[src/rtl/addsub4_seq_ctrl.sv]
// Sequences one add/subtract through an external ripple-carry adder and presents the flagged result.
// Latency: out_valid rises SETTLE_CYC clocks after the accepting edge; throughput 1 op per SETTLE_CYC+2 clocks.
// Backpressure: in_ready is high only in IDLE; the result is held stable while out_ready is low.
module addsub4_seq_ctrl #(
    parameter int WIDTH      = 4,
    parameter int SETTLE_CYC = 1
) (
    input  logic             clk,
    input  logic             rst,
    input  logic             in_valid,
    output logic             in_ready,
    input  logic [WIDTH-1:0] in_a,
    input  logic [WIDTH-1:0] in_b,
    input  logic             in_sub,
    output logic [WIDTH-1:0] rca_a,
    output logic [WIDTH-1:0] rca_b,
    output logic             rca_cin,
    input  logic [WIDTH-1:0] rca_s,
    input  logic             rca_cout,
    output logic             out_valid,
    input  logic             out_ready,
    output logic [WIDTH-1:0] out_result,
    output logic             out_carry,
    output logic             out_overflow,
    output logic             out_zero,
    output logic             out_neg
);

    typedef enum logic [1:0] {
        IDLE   = 2'd0,
        SETTLE = 2'd1,
        HOLD   = 2'd2
    } state_t;

    localparam int          MSB      = WIDTH - 1;
    localparam logic [3:0]  CNT_LAST = 4'(SETTLE_CYC - 1);

    state_t     state;
    logic [3:0] cnt;

    // Requests are taken only while idle; reset leaves the FSM idle, so this reads 1 in reset too.
    assign in_ready = (state == IDLE);

    // Launch operands, wait for the ripple to settle, capture sum and flags, hold until consumed.
    always_ff @(posedge clk or posedge rst) begin
        if (rst) begin
            state        <= IDLE;
            cnt          <= 4'd0;
            rca_a        <= '0;
            rca_b        <= '0;
            rca_cin      <= 1'b0;
            out_valid    <= 1'b0;
            out_result   <= '0;
            out_carry    <= 1'b0;
            out_overflow <= 1'b0;
            out_zero     <= 1'b0;
            out_neg      <= 1'b0;
        end else begin
            case (state)
                IDLE: begin
                    if (in_valid) begin
                        // Subtract is A + ~B + 1, so B is inverted and the +1 rides on carry-in.
                        rca_a   <= in_a;
                        rca_b   <= in_sub ? ~in_b : in_b;
                        rca_cin <= in_sub;
                        cnt     <= 4'd0;
                        state   <= SETTLE;
                    end
                end
                SETTLE: begin
                    cnt <= cnt + 4'd1;
                    if (cnt == CNT_LAST) begin
                        out_result   <= rca_s;
                        out_carry    <= rca_cout;
                        // Overflow judged on the conditioned B actually fed to the adder.
                        out_overflow <= (rca_a[MSB] == rca_b[MSB]) && (rca_s[MSB] != rca_a[MSB]);
                        out_zero     <= (rca_s == '0);
                        out_neg      <= rca_s[MSB];
                        out_valid    <= 1'b1;
                        state        <= HOLD;
                    end
                end
                HOLD: begin
                    if (out_ready) begin
                        out_valid <= 1'b0;
                        state     <= IDLE;
                    end
                end
                default: begin
                    state <= IDLE;
                end
            endcase
        end
    end

endmodule
[config.mk]
export PLATFORM = sky130hd
export DESIGN_NAME = addsub4_seq_ctrl
export DESIGN_NICKNAME = d
export VERILOG_FILES = /design/src/rtl/addsub4_seq_ctrl.sv
export SDC_FILE = /design/constraint.sdc
export NUM_CORES = 1
export LEC_CHECK = 0
export BUFFER_PORTS_ARGS = -buffer_cell sky130_fd_sc_hd__buf_2
export CAP_MARGIN = 30
export CORE_MARGIN = 5
export CORE_UTILIZATION = 45
export CTS_CLUSTER_DIAMETER = 200
export DETAILED_ROUTE_END_ITERATION = 7
export GPL_ROUTABILITY_DRIVEN = 0
export GPL_TIMING_DRIVEN = 1
export PLACE_DENSITY_LB_ADDON = 0.05
export SYNTH_ARGS = -nofsm -noshare
export SYNTH_HDL_FRONTEND = slang
export SYNTH_SLANG_ARGS = --single-unit
export TNS_END_PERCENT = 5
[constraint.sdc]
create_clock -name clk -period 2.37 [get_ports clk]
set_clock_uncertainty 0.15 [all_clocks]
set_input_delay 0.1185 -clock clk [delete_from_list [all_inputs] [get_ports clk]]
set_output_delay 0.1185 -clock clk [all_outputs]
set_load 0.02 [all_outputs]
==> results_dict.tcl <==
set metrics [dict create \
    status "finished clean" \
    ys_seq_area_share_pct 54.5 \
    synthToLayoutAreaGrowth_pct 34.8 \
    power_leakage_nw 0.682 \
    htree_levels 1 \
    max_freq_mhz 576 \
    switchingPower_mw 0.736 \
    hold_class "primary input to flip-flop" \
    p_comb_share_pct 49.2 \
    switching_share_pct 41.2 \
    cts_sinks 23 \
    timing.max_cap.violations 0 \
    placedInstanceArea_um2 1240 \
    worst-r2r-cell-count 2 \
    start_kind "flip-flop" \
    instances_no_fill 163 \
    grt_start_max_net_pins 24 \
    sequentialPowerShare_pct 40.7 \
    grt_usage_pct 15.2 \
    reg2reg_slack_ps 630 \
    num_antenna_cells 0 \
    initial_core_util_pct 47.3 \
    post-cts-setup-buffer-count 0 \
    final.min_clock_period_ps 1740 \
    fillers 194 \
    r2r_start "state[0]$_DFFE_PP0P_" \
    cp_max_fo 13 \
    core_area_um2 2230 \
    dp_hpwl_um 1480 \
    rsz0062_at_grt "false" \
    worstReg2RegEnd "rca_a[2]$_DFFE_PP0P_" \
    postLayoutCellArea_um2 1420 \
    synth_nets 103 \
    num_vias 767 \
    grt_pass1_vias 822 \
    synth_commonest_cells "dfrtp_1 (23), mux2_2 (11), nor2_1 (6)" \
    avgSynthCellArea_um2 12.7 \
    yosys_warnings 0 \
    grt_pass1_wl_um 3910 \
    crit_arrival_ps 1790 \
    required_ps 2420 \
    internal-power_mw 1.05 \
    yosysMostFrequentCell "dfrtp_1" \
    die_area_um2 3420 \
    cts_made_buffers 3 \
    clkTransAtPathRegs_ps 120 \
    antenna_found_initial 0 \
    crit_end "rca_a[2]$_DFFE_PP0P_" \
    ys_top_cells_by_area "dfrtp_1 (55%), mux2_2 (12%), nor3b_4 (3.6%)" \
    io_pins 37 \
    grt_overflow 0 \
    die_w_um 58.4 \
    cts_tree "built" \
    first_pass_iters 5 \
    async_flop_share_pct 100 \
    drc 0 \
    worstMarginPinSlew_ps 862 \
    finalCritPeriodShare_pct 73.2 \
    synth_ff_type "dfrtp_1" \
    synth_cell_type_count 25 \
    wl_per_cell_um 13.5 \
    synth.top_cell.area_share_pct 54.5 \
    hold_viol_final 0 \
    final_antenna_net_count 0 \
    drv_slew 0 \
    setup_viol 0 \
    drt_iter0_markers 10 \
    fin_nets 156 \
    netlist_area_um2 1060 \
    drt-total-wl_um 2200 \
    irDropWorstVdd_v 0.000802 \
    clock_insertion_delay_worst_skew_ps 300 \
    rows 17 \
    synth_edf_count 0 \
    synth_top_area_cell "dfrtp_1" \
    fin_setup_tns_ps 0 \
    max_slew_margin_pct 42.5 \
    pwr-share-clk_pct 10.1 \
    utilization_pct 63.8 \
    hold_ws_ps 68.2 \
    synth_cells 83 \
    drive_gt1_share_pct 42.2 \
    ys_seq_elements 23 \
    io_buffers 36 \
    vias_per_cell 4.71 \
    end_kind "flip-flop" \
    place_inst 143 \
    ctsRootBufferMaster "clkbuf_4" \
    worstSetupPathType "flip-flop to flip-flop" \
    clock_path_buffers 2 \
    die_h_um 58.4 \
    p_per_area_nw_per_um2 1260 \
    crit_path_start "state[0]$_DFFE_PP0P_" \
]
-- through the flow --
step	power [mW]	setup WS [ps]
2_1_floorplan	1.38	904
3_3_place_gp	1.58	686
3_5_place_dp	1.61	649
4_1_cts	1.81	639
5_1_grt	1.94	530
6_report	1.79	635
-- logic make-up (layout without fill, tap and decap cells) --
logic type,count (synthesis),in the layout,synth area share [%]
flops,23,23,54.5
buf+inv,8,60,4.62
mux,13,13,14.6
compound gates,13,13,7.70
simple gates,20,20,12.9
xor+xnor,4,4,3.32
fa+ha+maj,2,2,2.37
-- cell type report --
class / instances / area, µm² / share of cell area [%]
clock buffer: 4 / 26.3 / 1.85
tap: 28 / 35.0 / 2.46
timing repair buffer: 52 / 340 / 23.9
multi-input combinational: 52 / 432 / 30.3
inverter: 4 / 15.0 / 1.05
sequential: 23 / 576 / 40.4
-- per-layer routing --
layer | GRT usage, % | up-vias | wire length [µm] | part of all wire (%)
met2 | 25.5 | 18 | 1120 | 51
met4 | 5.96 | 0 | 17 | 0.77
met5 | 0 | - | 0 | 0
met1 | 18.8 | 362 | 946 | 43
li1 | - | 385 | - | -
met3 | 3.51 | 2 | 117 | 5.3
-- power by group through the flow --
| stage | Clock (mW) | Combinational (mW) | Sequential [mW] |
|---|---|---|---|
| final | 0.181 | 0.879 | 0.728 |
| after global routing | 0.213 | 0.961 | 0.765 |
| after CTS | 0.187 | 0.891 | 0.728 |
| after detailed placement | 0 | 0.872 | 0.734 |
| after global placement | 0 | 0.857 | 0.723 |
| after floorplan | 0 | 0.496 | 0.880 |
-- critical path: stages (launching register included) --
cell	delay, ps
dfrtp_1	510
nor3b_4	580
mux2_2	400
-- registers in the layout, indices dropped and copies added (netlist names), 2 cells and up --
signal / count
state: 2
rca_b: 4
rca_a: 4
out_result: 4
cnt: 4
-- cell usage in the layout, fill, tap and decap left out, types with 2 or more instances in the layout --
| cell type | n |
|---|---|
| buf_2 | 36 |
| ha_1 | 2 |
| o21ai_0 | 3 |
| nor3b_4 | 2 |
| a21oi_1 | 5 |
| clkbuf_4 | 3 |
| inv_1 | 4 |
| nor2_1 | 6 |
| mux2_2 | 11 |
| dlygate4sd3_1 | 16 |
| mux2_4 | 2 |
| dfrtp_1 | 23 |
| xnor2_1 | 4 |
| nand2_1 | 4 |
| nand3_1 | 2 |
| nand2b_1 | 2 |
-- worst min-delay path by stage --
stage	from	end	slack [ps]	cells after the start
final	in_valid	state[0]$_DFFE_PP0P_	70	3
after CTS	in_valid	state[0]$_DFFE_PP0P_	50	3
after global placement	rst	out_result[2]$_DFFE_PP0P_	200	2
after global routing	in_valid	state[0]$_DFFE_PP0P_	100	3
after detailed placement	rst	out_result[0]$_DFFE_PP0P_	200	2
after floorplan	rst	cnt[0]$_DFFE_PP0P_	-30	1
-- timing repair --
action / 4_1_cts / 5_1_grt
hold endpoints to repair: 39 / 0
hold buffers: 16 / 0
gates resized for setup: 0 / 0
(Power assumes the default switching activity.)
